==> src/rtl/branch_pkg.sv <==
// Shared branch definitions: opcode constants used by the predictors and
// the resolve unit, plus the resolve/recover state encoding.
package branch_pkg;

    localparam logic [5:0] OPC_BEQ = 6'b000100;
    localparam logic [5:0] OPC_BNE = 6'b000101;

    typedef enum logic {
        ST_IDLE    = 1'b0,
        ST_RECOVER = 1'b1
    } brs_state_t;

    function automatic logic is_branch(input logic [5:0] opc);
        return (opc == OPC_BEQ) || (opc == OPC_BNE);
    endfunction

endpackage

==> src/rtl/branch_outcome.sv <==
// Combinational branch evaluation: decode, actual outcome, misprediction
// flag and corrected fetch address for the instruction in ID.
module branch_outcome
    import branch_pkg::*;
#(
    parameter int PC_W = 32
) (
    input  logic            resolve_en,
    input  logic            id_valid,
    input  logic [5:0]      id_opcode,
    input  logic [PC_W-1:0] id_pc,
    input  logic [15:0]     id_imm,
    input  logic            id_equal,
    input  logic            id_pred_taken,
    output logic            res,
    output logic            taken,
    output logic            pred_wrong,
    output logic [PC_W-1:0] correct_pc
);

    logic [PC_W-1:0] pc_plus4_s;
    logic [PC_W-1:0] offset_s;

    assign pc_plus4_s = id_pc + PC_W'(4);
    // Word offset sign-extended to a byte offset; PC arithmetic wraps silently.
    assign offset_s   = {{(PC_W-18){id_imm[15]}}, id_imm, 2'b00};

    // Decode, outcome and redirect target
    always_comb begin
        res        = 1'b0;
        taken      = 1'b0;
        pred_wrong = 1'b0;
        correct_pc = pc_plus4_s;
        case (id_opcode)
            OPC_BEQ: taken = id_equal;
            OPC_BNE: taken = !id_equal;
            default: taken = 1'b0;
        endcase
        if (resolve_en && id_valid && is_branch(id_opcode)) begin
            res        = 1'b1;
            pred_wrong = id_pred_taken ^ taken;
        end else begin
            res        = 1'b0;
            pred_wrong = 1'b0;
        end
        if (taken) begin
            correct_pc = pc_plus4_s + offset_s;
        end else begin
            correct_pc = pc_plus4_s;
        end
    end

endmodule

==> src/rtl/branch_resolve_unit.sv <==
// ID-stage branch resolution: misprediction feedback, registered redirect
// and flush, PC-indexed training write and saturating statistics.
module branch_resolve_unit
    import branch_pkg::*;
#(
    parameter int PC_W  = 32,
    parameter int IDX_W = 4,
    parameter int CNT_W = 32
) (
    input  logic             clk,
    input  logic             rst_n,
    input  logic             stall,
    input  logic             id_valid,
    input  logic [5:0]       id_opcode,
    input  logic [PC_W-1:0]  id_pc,
    input  logic [15:0]      id_imm,
    input  logic             id_equal,
    input  logic             id_pred_taken,
    output logic             pred_wrong,
    output logic             redirect_valid,
    output logic [PC_W-1:0]  redirect_pc,
    output logic             flush,
    output logic             upd_valid,
    output logic [IDX_W-1:0] upd_idx,
    output logic             upd_taken,
    output logic [CNT_W-1:0] branch_cnt,
    output logic [CNT_W-1:0] mispred_cnt
);

    localparam logic [CNT_W-1:0] CNT_MAX = {CNT_W{1'b1}};
    localparam logic [CNT_W-1:0] CNT_ONE = CNT_W'(1);

    brs_state_t       state_r;
    logic             redirect_valid_r;
    logic [PC_W-1:0]  redirect_pc_r;
    logic             upd_valid_r;
    logic [IDX_W-1:0] upd_idx_r;
    logic             upd_taken_r;
    logic [CNT_W-1:0] branch_cnt_r;
    logic [CNT_W-1:0] mispred_cnt_r;

    logic             resolve_en_s;
    logic             res_s;
    logic             taken_s;
    logic             pred_wrong_s;
    logic [PC_W-1:0]  correct_pc_s;

    // ID holds wrong-path work while recovering, so nothing resolves then.
    assign resolve_en_s = !stall && (state_r == ST_IDLE);

    branch_outcome #(.PC_W(PC_W)) u_outcome (
        .resolve_en    (resolve_en_s),
        .id_valid      (id_valid),
        .id_opcode     (id_opcode),
        .id_pc         (id_pc),
        .id_imm        (id_imm),
        .id_equal      (id_equal),
        .id_pred_taken (id_pred_taken),
        .res           (res_s),
        .taken         (taken_s),
        .pred_wrong    (pred_wrong_s),
        .correct_pc    (correct_pc_s)
    );

    // Recovery FSM with registered redirect request
    always_ff @(posedge clk) begin
        if (!rst_n) begin
            state_r          <= ST_IDLE;
            redirect_valid_r <= 1'b0;
            redirect_pc_r    <= '0;
        end else begin
            case (state_r)
                ST_IDLE: begin
                    if (res_s && pred_wrong_s) begin
                        state_r          <= ST_RECOVER;
                        redirect_valid_r <= 1'b1;
                        redirect_pc_r    <= correct_pc_s;
                    end else begin
                        redirect_valid_r <= 1'b0;
                    end
                end
                ST_RECOVER: begin
                    if (!stall) begin
                        state_r          <= ST_IDLE;
                        redirect_valid_r <= 1'b0;
                    end else begin
                        redirect_valid_r <= 1'b1;
                    end
                end
                default: begin
                    state_r          <= ST_IDLE;
                    redirect_valid_r <= 1'b0;
                end
            endcase
        end
    end

    // Training write pulse, one cycle after each resolve
    always_ff @(posedge clk) begin
        if (!rst_n) begin
            upd_valid_r <= 1'b0;
            upd_idx_r   <= '0;
            upd_taken_r <= 1'b0;
        end else if (res_s) begin
            upd_valid_r <= 1'b1;
            upd_idx_r   <= id_pc[IDX_W+1:2];
            upd_taken_r <= taken_s;
        end else begin
            upd_valid_r <= 1'b0;
        end
    end

    // Saturating branch and misprediction counters
    always_ff @(posedge clk) begin
        if (!rst_n) begin
            branch_cnt_r  <= '0;
            mispred_cnt_r <= '0;
        end else begin
            if (res_s && (branch_cnt_r != CNT_MAX)) begin
                branch_cnt_r <= branch_cnt_r + CNT_ONE;
            end
            if (res_s && pred_wrong_s && (mispred_cnt_r != CNT_MAX)) begin
                mispred_cnt_r <= mispred_cnt_r + CNT_ONE;
            end
        end
    end

    assign pred_wrong     = pred_wrong_s;
    assign redirect_valid = redirect_valid_r;
    assign flush          = redirect_valid_r;
    assign redirect_pc    = redirect_pc_r;
    assign upd_valid      = upd_valid_r;
    assign upd_idx        = upd_idx_r;
    assign upd_taken      = upd_taken_r;
    assign branch_cnt     = branch_cnt_r;
    assign mispred_cnt    = mispred_cnt_r;

endmodule
==> config.mk <==
export PLATFORM = sky130hd
export DESIGN_NAME = branch_resolve_unit
export DESIGN_NICKNAME = d
export VERILOG_FILES = /design/src/rtl/branch_pkg.sv /design/src/rtl/branch_outcome.sv /design/src/rtl/branch_resolve_unit.sv
export SDC_FILE = /design/constraint.sdc
export NUM_CORES = 1
export LEC_CHECK = 0
export CORE_MARGIN = 5
export CORE_UTILIZATION = 25
export DETAILED_ROUTE_END_ITERATION = 16
export GPL_ROUTABILITY_DRIVEN = 0
export GPL_TIMING_DRIVEN = 0
export PLACE_DENSITY = 0.57
export SETUP_SLACK_MARGIN = 0.5
export SLEW_MARGIN = 15
export SYNTH_ARGS = -nofsm -noshare
export SYNTH_HDL_FRONTEND = slang
export SYNTH_SLANG_ARGS = --single-unit
==> constraint.sdc <==
create_clock -name clk -period 5.1 [get_ports clk]
set_clock_uncertainty 0.15 [all_clocks]
set_input_delay 1.02 -clock clk [delete_from_list [all_inputs] [get_ports clk]]
set_output_delay 1.02 -clock clk [all_outputs]
set_load 0.005 [all_outputs]
==> impl_metrics.py <==
metrics = {
    "placed_design": {
        "dp_cells": 1362,
        "io_buffer_count": 164,
        "hpwl_mm": 18.4,
        "placed_cell_area_sq_um": 8810,
    },
    "setup_path": {
        "r2r_start": "branch_cnt[18]$_SDFFE_PN0P_",
        "slowest_delay_ps": 480,
        "cp-end-kind": "flip-flop",
        "crit_type": "input port to flip-flop",
        "crit_arrival_ps": 4550,
        "rr_worst_depth": 8,
        "cp.required_ps": 5190,
        "crit_chain": "clkdlybuf4s15_1, and4_4, and4_4, buf_8, nand4_1, nor2_1, xor2_1, ha_1, a21o_1, a31o_2, or3b_2, o221ai_2, o21ai_2, mux2i_1, o311a_1",
        "rr_endpoint": "branch_cnt[5]$_SDFFE_PN0P_",
        "r2r_slack_ps": 2240,
        "cpMostUsedCell": "and4_4",
        "path_max_fanout": 6,
        "crit_slowest_cell": "or3b_2",
        "start_kind": "input port",
    },
    "cts": {
        "clk_pin_slew_ps": 70,
        "htreeDepth": 3,
        "root_buffer": "clkbuf_16",
        "cts_hold_buf": 0,
        "clock_sinks": 103,
        "cts_made_buffers": 9,
        "cts_tree": "built",
        "cts_buffer_depth": 2,
        "clk_latency_ps": 350,
    },
    "drt": {
        "vias_per_cell": 5.02,
        "drt-total-wl_mm": 24.6,
        "wl_per_cell_microns": 17.6,
        "drc": 0,
        "firstDrtPassIters": 5,
        "vias": 7019,
        "drt_iter0_markers": 548,
        "drtAntennaViolNets": 0,
    },
    "final_layout": {
        "layout.nets": 1153,
        "fin_area_sq_um": 9550,
        "diodes": 0,
        "layout-drive-gt1-share": 0.0964,
        "final_cells": 1399,
        "area_growth_pct": 41.7,
    },
    "synthesis": {
        "synth_xor_area_frac": 0.130,
        "synthAdderAreaFrac": 0.0754,
        "ys_top_cells_by_area": "dfxtp_1, ha_1, xnor2_1, xor2_1, nor2_1",
        "synth-edff-count": 0,
        "synth_area_sq_um": 6740,
        "synth_seq_cells": 103,
        "synth_cell_types": 60,
        "synth_top_area_cell": "dfxtp_1",
        "yosys_warnings": 0,
        "async_flop_share": 0,
        "synth_fp_nets": 957,
        "synth_top_family_by_area": "simple AND/OR/NAND/NOR gates",
        "syn_avg_cell_area_sq_um": 7.86,
        "synth.top_cell.area_share": 0.306,
        "muxShareOfSynthArea": 0.0134,
        "synth-compound-area-share": 0.167,
        "synthCells": 857,
        "ys.flop_type": "dfxtp_1",
        "ys_seq_area_frac": 0.306,
        "synth-simple-area-share": 0.271,
    },
    "sta": {
        "fin_tns_setup_ps": 0,
        "period_minus_slack_ps": 4460,
        "tightestPinTransition_ps": 993,
        "rsz0062_at_grt": "no",
        "slew_violations": 0,
        "fin_crit_sh": 0.875,
        "setup_viol": 0,
        "max_freq_mhz": 224,
        "whs_ps": 309,
        "max-slew-margin-rel": 0.336,
        "finalHoldViolCount": 0,
    },
    "worst_hold_path": {
        "worstHoldStart": "redirect_pc[0]$_SDFFE_PN0P_",
        "worstHoldPathCells": 2,
        "holdCritPathClass": "flip-flop to flip-flop",
        "min_to": "redirect_pc[0]$_SDFFE_PN0P_",
    },
    "global_route": {
        "grt_antenna_before_repair": 0,
        "overflow": 0,
        "grt_pass1_wl_mm": 37.7,
        "grt.total_usage": 0.155,
        "grt_start_max_net_pins": 22,
        "grt_pass1_vias": 6623,
    },
    "die": {
        "die-area_sq_um": 30300,
        "row_count": 60,
        "floorplan.initialDensity": 0.252,
        "core_sq_um": 26700,
        "ios": 165,
        "fp.dieH_microns": 174,
        "die_w_microns": 174,
    },
    "power": {
        "vdd_drop_max_v": 0.000137,
        "power.density_nw_per_um2": 201,
        "power_w": 0.00192,
        "p_leak_nw": 3.46,
    },
    "job": {
        "cap_violations": 0,
    },
    "status": {
        "status": "complete, no violations",
    },
}
==> flip-flops by register name, indices dropped and copies added (netlist names) <==
register and cells:
branch_cnt 32, mispred_cnt 32, redirect_pc 32, upd_idx 4, flush 1, upd_taken 1, upd_valid 1
==> cell usage in the layout, fill, tap and decap left out, drive strengths merged, types with 2 or more instances in the layout <==
master	n
nor3b	2
clkdlybuf4s50	153
and3	13
and4	15
o221ai	2
dlymetal6s2s	5
o31ai	2
dlygate4sd2	4
nor4	8
o211a	2
o211ai	6
ha	39
clkinv	2
a211oi	9
o21bai	6
clkbuf	40
nand2	89
nor2	111
nand4	31
a31oi	10
xnor2	52
a21o	10
dfxtp	103
nand2b	4
nand3	48
a31o	5
mux2i	9
inv	25
buf	32
a41o	2
a311oi	9
nor3	17
or3	15
a21oi	58
xor2	48
and2	9
o21a	5
o21ai	39
==> per-stage QoR <==
| step | utilization | worst slack, ps |
|---|---|---|
| 6_report | 0.357 | 637 |
| 5_1_grt | 0.357 | 500 |
| 4_1_cts | 0.347 | 510 |
| 3_5_place_dp | 0.329 | -769 |
| 3_3_place_gp | 0.329 | -770 |
| 2_1_floorplan | - | 759 |
==> report_power, final <==
part / switching (W) / total (W) / internal (W) / leakage [nW]
Clock: 0.000339 / 0.000741 / 0.000402 / 0.151
Combinational: 0.000213 / 0.000376 / 0.000163 / 2.48
Sequential: 0.000000911 / 0.000805 / 0.000805 / 0.829
==> kinds of logic after synthesis <==
kind of cell	Yosys count
AOI/OAI and AO/OA	175
muxes	9
adders and majority gates	40
and+or+nand+nor	367
buffers and inverters	63
DFF	103
xor gates and xnor gates	100
==> layout make-up <==
class	instances	area [sq um]
Tap cell	341	427
Clock inverter	6	75.1
Fill cell	2795	17200
Sequential cell	103	2060
Clock buffer	10	239
Buffer	40	209
Timing Repair Buffer	185	1830
Multi-Input combinational cell	691	4620
Inverter	23	86.3
==> layer usage <==
metal	GRT usage	wire length (microns)
met5	0	0
met4	0.0452	482
met3	0.0274	1390
met2	0.251	11300
met1	0.212	11500
==> what timing repair did <==
action,CTS,global route
gates resized for setup,32,42
buffers inserted,10,10
gates cloned,0,1
endpoints found under the setup margin,19,11
pin swaps,10,22
==> cells in the mapped netlist, types with 2 or more instances <==
cell type  number
and4_1         15
nor3b_1         2
o221ai_1        2
nand3_2         2
mux2i_1         9
nor2_1        109
o211a_1         2
a31o_2          5
o31ai_1         2
nor3_1         17
a31oi_1        10
nand4_1        30
xor2_1         48
nor4_2          2
and3_1         13
nand2_1        89
inv_1          23
and2_1          9
ha_1           39
buf_1           2
dfxtp_1       103
o21a_1          5
o21ai_0        39
nand3_1        46
clkbuf_1       31
or3_1          14
a21o_1         10
a21oi_1        58
a311oi_1        9
nor4_1          5
o21bai_1        6
nand2b_1        4
xnor2_1        52
o211ai_1        6
buf_2           5
a41o_1          2
a211oi_1        9
==> how the worst max path moves through the flow <==
stage	start	end	depth (start not counted)
finish	id_pc[4]	redirect_pc[30]$_SDFFE_PN0P_	15
floorplan	id_pc[7]	redirect_pc[30]$_SDFFE_PN0P_	14
detailed placement	id_opcode[3]	pred_wrong	9
global route	id_pc[4]	redirect_pc[30]$_SDFFE_PN0P_	15
CTS	id_pc[13]	redirect_pc[31]$_SDFFE_PN0P_	19
global placement	id_opcode[3]	pred_wrong	9
==> critical path, delay by kind of cell <==
| family | cells | cell delay, ps |
|---|---|---|
| fa+ha+maj | 1 | 310 |
| mux | 1 | 130 |
| simple gates | 5 | 1360 |
| buf+inv | 2 | 460 |
| compound gates | 5 | 1000 |
| xor+xnor | 1 | 260 |
(Power assumes the default switching activity.)
==> edit 1, RTL diff (same flow settings) <==
`PC_W` is set to 32 in 2 places; all go to 64.
--- a/src/rtl/branch_outcome.sv
+++ b/src/rtl/branch_outcome.sv
@@ -3,7 +3,7 @@
 module branch_outcome
     import branch_pkg::*;
 #(
-    parameter int PC_W = 32
+    parameter int PC_W = 64
 ) (
     input  logic            resolve_en,
     input  logic            id_valid,
--- a/src/rtl/branch_resolve_unit.sv
+++ b/src/rtl/branch_resolve_unit.sv
@@ -3,7 +3,7 @@
 module branch_resolve_unit
     import branch_pkg::*;
 #(
-    parameter int PC_W  = 32,
+    parameter int PC_W  = 64,
     parameter int IDX_W = 4,
     parameter int CNT_W = 32
 ) (
Ports: changed (resized id_pc and redirect_pc); port bits go from 165 to 229. No check against the original RTL was run, so the function may have changed too.
==> edit 1 against the original RTL <==
Routed wire length grew 100%. Combinational power grew 130%. Clock power grew 82%. Hold slack lost 4.6 ps. First-iteration DRC count grew 110%. Cell area grew 74%. Sequential cell count grew 32. Total power grew 70%. Area after synthesis grew 65%. Sequential power grew 32%. Die area grew 61%. Worst setup slack lost 300 ps. Critical path depth grew 7.
==> edit 1: results (changes against the original RTL) <==
[status] outcome finished clean
[global_routing] GR met2 Demand/Resource 32.3% [+7.3 points]
[synth] Yosys Warn Count 0 [unchanged]
[placed_design] Detailed Place HPWL 37.7 mm [+100%]
[setup_path] worst reg-to-reg path cell count 7 [-1]
[cells_and_area] post-layout net count 2,007 [+74%]
[global_routing] overall fraction of global-route tracks in use 19.5% [+4.0 points]
[clocking] deepest clock path buffer count 2 [unchanged]
[job] max-cap violation count 0 [unchanged]
[drt] average wire per standard cell 20.5 um [+16%]
[global_routing] initial antenna violation count 3 [+3]
[worst_hold_path] worst min-delay path category reg2reg
[synth] most used flip-flop cell after synthesis sky130_fd_sc_hd__dfxtp_1
[placed_design] Cells after DPL 2,314 [+70%]
[drt] top routing layer in use met4
[synth] Mean Syn Cell Area 7.45 um2 [-5.2%]
[placed_design] # port buffers 228 [+39%]
[cells_and_area] share of layout cells above drive strength 1 18.6% [+8.9 points]
[drt] post-DR vias/cell 5.30 [+5.6%]
[synth] Seq/Total Area, Yosys 24.3% [-6.3 points]
[global_routing] GRT met1 Usage 24.2% [+2.9 points]
[drt] routed length on met1 20.8 mm [+81%]
[global_routing] largest net degree at the start of global routing 61 [+180%]
[power] highest ir drop seen on vdd 0.236 mV [+72%]
[setup_path] Critical Path AT 4980 ps [+430 ps]
[setup_path] slowest stage cell on the critical path sky130_fd_sc_hd__a211oi_4
[synth] Net Count, Synth 1,665 [+74%]
[placed_design] cell area reported after detailed placement 14,200 um2 [+62%]
[global_routing] first-pass GRT wire length 75.2 mm [+99%]
[timing] number of setup violations in the final report 0 [unchanged]
[drt] WL final 50.1 mm [+100%]
[setup_path] delay-heaviest family, CP simple AND/OR/NAND/NOR gates
[drt] routed wl met3 3.74 mm [+170%]
[clocking] insertion delay to the later sink of the worst-skew pair 460 ps [+110 ps]
[cells_and_area] number of flip-flops under the largest register name 64
[clocking] CTS H-Tree Depth 4 [+1]
[setup_path] Critical Path Max Stage Delay 330 ps [-150 ps]
[setup_path] largest fanout on the critical path 9 [+3]
[synth] commonest cells in the synthesized netlist sky130_fd_sc_hd__nand2_1 (177), sky130_fd_sc_hd__nor2_1 (153), sky130_fd_sc_hd__dfxtp_1 (135)
[synth] FFs w/ async S/R, synth 0% [unchanged]
[clocking] total CTS buffers 17 [+8]
[drt] Initial DRT Pass Iterations 5 [unchanged]
[synth] synth top area cells sky130_fd_sc_hd__dfxtp_1 (24%), sky130_fd_sc_hd__ha_1 (8.8%), sky130_fd_sc_hd__xnor2_1 (6.1%)
[drt] met2 wire len 23.3 mm [+110%]
[clocking] buffer cell driving the clock tree root sky130_fd_sc_hd__clkbuf_16
[timing] actual transition at the worst max-transition pin 974 ps [-19.7 ps]
[worst_hold_path] count of cells along the worst hold path 2 [unchanged]
[global_routing] global routing met3 resource utilization 4.68% [+1.9 points]
[power] leakage power 6.41 nW [+85%]
[clocking] register clock-pin slew on the reported worst setup and hold paths 70 ps [about the same]
[drt] number of DRC markers in iteration 0 1,125 [+110%]
[synth] number of distinct standard cells referenced by the synthesized netlist 75 [+25%]
-- edit 1: worst paths after layout --
check	start	end	slack (ps)
worst max register to register	flush	branch_cnt[25]	1740
worst min-delay path	redirect_pc[4]	redirect_pc[4]	300
worst max-delay path	id_pc[10]	redirect_pc[56]	330
worst min register to register	redirect_pc[4]	redirect_pc[4]	300
-- edit 1: layout make-up --
type,instances,area (um2)
Timing Repair Buffer,323,3010
Inverter,33,129
Fill cell,4562,27500
Buffer,62,375
Clock buffer,17,425
Multi-Input combinational cell,1264,9060
Sequential cell,135,2700
Tap cell,592,741
Clock inverter,15,191
Antenna cell,4,10.0
-- edit 1: repair_timing --
item | 4_1_cts | 5_1_grt
hold buffers | 0 | 0
resized for setup | 309 | 90
endpoints found under the setup margin | 47 | 32
buffers inserted | 70 | 25
pin swaps | 71 | 51
-- edit 1: metrics by stage --
stage | power [mW] | utilization (%) | setup WS (ps)
global route | 3.39 | 37.7 | 181
finish | 3.27 | 37.7 | 332
global placement | 1.79 | 32.3 | -2080
CTS | 3.20 | 36.4 | 410
detailed placement | 1.79 | 32.3 | -2050
floorplan | 1.55 | - | 359
-- edit 1: worst register-to-register path: cells and delay by family, from the launching register on --
kind | cells | cell delay (ps)
compound gates | 2 | 990
flops | 1 | 340
simple gates | 5 | 1820
-- edit 1: power breakdown --
part	total [mW]	switching (mW)	internal (mW)	leakage, nW
Clock	1.35	0.604	0.742	0.288
Sequential	1.06	0.00192	1.06	1.09
Combinational	0.871	0.503	0.368	5.03
-- edit 1: cell families after synthesis --
group / after synthesis / synth area share, %
xor gates and xnor gates: 151 / 12.0
buffers and inverters: 95 / 3.34
DFF: 135 / 24.3
and+or+nand+nor: 625 / 27.7
adders and majority gates: 79 / 8.95
muxes: 16 / 1.48
AOI/OAI and AO/OA: 393 / 22.2
==> edit 2, RTL diff (config.mk and constraints unchanged) <==
Made on the original files. Register the output `mispred_cnt` once more, without a reset; this adds one clock of latency there. The other outputs are not delayed to match.
--- a/src/rtl/branch_resolve_unit.sv
+++ b/src/rtl/branch_resolve_unit.sv
@@ -133,6 +133,8 @@
     assign upd_idx        = upd_idx_r;
     assign upd_taken      = upd_taken_r;
     assign branch_cnt     = branch_cnt_r;
-    assign mispred_cnt    = mispred_cnt_r;
+    always_ff @(posedge clk) begin
+        mispred_cnt <= mispred_cnt_r;
+    end
 
 endmodule
Function: changed (a bounded check fails within 4 cycles, from zero or initial values and one cycle with rst_n low).
==> edit 2 against the original RTL <==
Sequential share of layout area rose by 4.9 points. Worst setup slack got worse by 13 ps. Via count fell by 3.4%. Count of clock-buffer cells in the layout rose by 9. Routed wire length fell by 4.1%. Area after synthesis rose by 6.8%. Cell area rose by 7.0%. Critical path depth fell by 7. Sequential cell count rose by 32. Cell count rose by 3.4%. Total power rose by 41%. Critical path type is now in2out. Critical endpoint is now pred_wrong.
==> edit 2: results (changes against the original RTL) <==
[setup_path] critical path launch point id_opcode[2]
[global_routing] overall fraction of global-route tracks in use 14.3% [-1.2 points]
[global_routing] GR met2 Demand/Resource 24.2% [-0.85 points]
[power] fraction of power spent switching nets 25.9% [-2.9 points]
[cells_and_area] clock-cell share of area 6.02% [+2.7 points]
[placed_design] worst setup slack before clock tree synthesis -527 ps [+242 ps]
[timing] headroom to the max-slew limit 26.7% [-6.9 points]
[synth] commonest cells in the synthesized netlist sky130_fd_sc_hd__dfxtp_1 (135), sky130_fd_sc_hd__nand2_1 (101), sky130_fd_sc_hd__nor2_1 (97)
[synth] cells after synthesis 856 [-0.12%]
[synth] Seq/Total Area, Yosys 37.6% [+7.0 points]
[setup_path] Critical Path AT 3310 ps [-1240 ps]
[setup_path] critical path endpoint pred_wrong
[cells_and_area] clkbuf count 19 [+9]
[cells_and_area] number of fill cells 3,036 [+8.6%]
[power] switching power 0.698 mW [+26%]
[drt] routed length on met1 10.5 mm [-8.7%]
[status] outcome finished clean
[setup_path] worst reg2reg path endpoint branch_cnt[28]
[synth] Net Count, Synth 956 [-0.10%]
[global_routing] largest net degree at the start of global routing 24 [+9.1%]
[drt] met2 wire len 11.4 mm [+0.94%]
[setup_path] worst reg-to-reg path cell count 7 [-1]
[clocking] total CTS buffers 17 [+8]
[cells_and_area] register area 2700 um2 [+31%]
[worst_hold_path] count of cells along the worst hold path 0 [-2]
[cells_and_area] multi-input logic portion of the cell area 44.4% [-4.0 points]
[clocking] CTS H-Tree Depth 4 [+1]
[setup_path] largest fanout on the critical path 10 [+4]
[cells_and_area] Non-clock inverters 18 [-22%]
[synth] number of distinct standard cells referenced by the synthesized netlist 65 [+8.3%]
[power] combinational cell power 0.360 mW [-4%]
[drt] post-DR vias/cell 4.68 [-6.6%]
[drt] Initial DRT Pass Iterations 4 [-1]
[worst_hold_path] terminating pin of the worst hold path mispred_cnt[28]
[placed_design] cell area reported after detailed placement 9310 um2 [+5.7%]
[clocking] insertion delay to the later sink of the worst-skew pair 420 ps [+70 ps]
[drt] average wire per standard cell 16.3 um [-7.2%]
[placed_design] # port buffers 163 [-0.61%]
[synth] synth top area cells sky130_fd_sc_hd__dfxtp_1 (38%), sky130_fd_sc_hd__ha_1 (6.8%), sky130_fd_sc_hd__xor2_1 (6.6%)
[clocking] Sink Count 135 [+31%]
[setup_path] launch instance of the worst register-to-register path branch_cnt[3]
[cells_and_area] multi-input logic cell count 679 [-1.7%]
[global_routing] via count of the first global-routing pass 6,677 [+0.82%]
[drt] number of DRC markers in iteration 0 331 [-40%]
[drt] top routing layer in use met5
[global_routing] GRT met1 Usage 17.6% [-3.6 points]
## edit 2: changes by cell type in the layout (fill, tap and decap cells not counted), sizes merged, moves of 5 or more
cell    before  now
a21oi       58   71
inv         25   20
mux2i        9    2
nor2       111   97
a31oi       10    3
buf         32   14
xor2        48   54
dfxtp      103  135
a211oi       9    3
and4        15   10
nand2       89  102
## edit 2: cell families after synthesis
logic type      count (synthesis)  share of synthesized area [%]
compound gates                176                           15.2
xor+xnor                      106                           12.9
fa+ha+maj                      40                           7.06
buf+inv                        42                           2.33
flops                         135                           37.6
mux                             2                          0.278
simple gates                  355                           24.6
## edit 2: worst max-delay path, cell delays in order
cell	delay (ps)
sky130_fd_sc_hd__clkdlybuf4s50_1	530
sky130_fd_sc_hd__nor4b_4	300
sky130_fd_sc_hd__and4b_1	230
sky130_fd_sc_hd__buf_4	200
sky130_fd_sc_hd__nand2_4	130
sky130_fd_sc_hd__inv_4	160
sky130_fd_sc_hd__buf_6	190
sky130_fd_sc_hd__clkdlybuf4s50_1	530
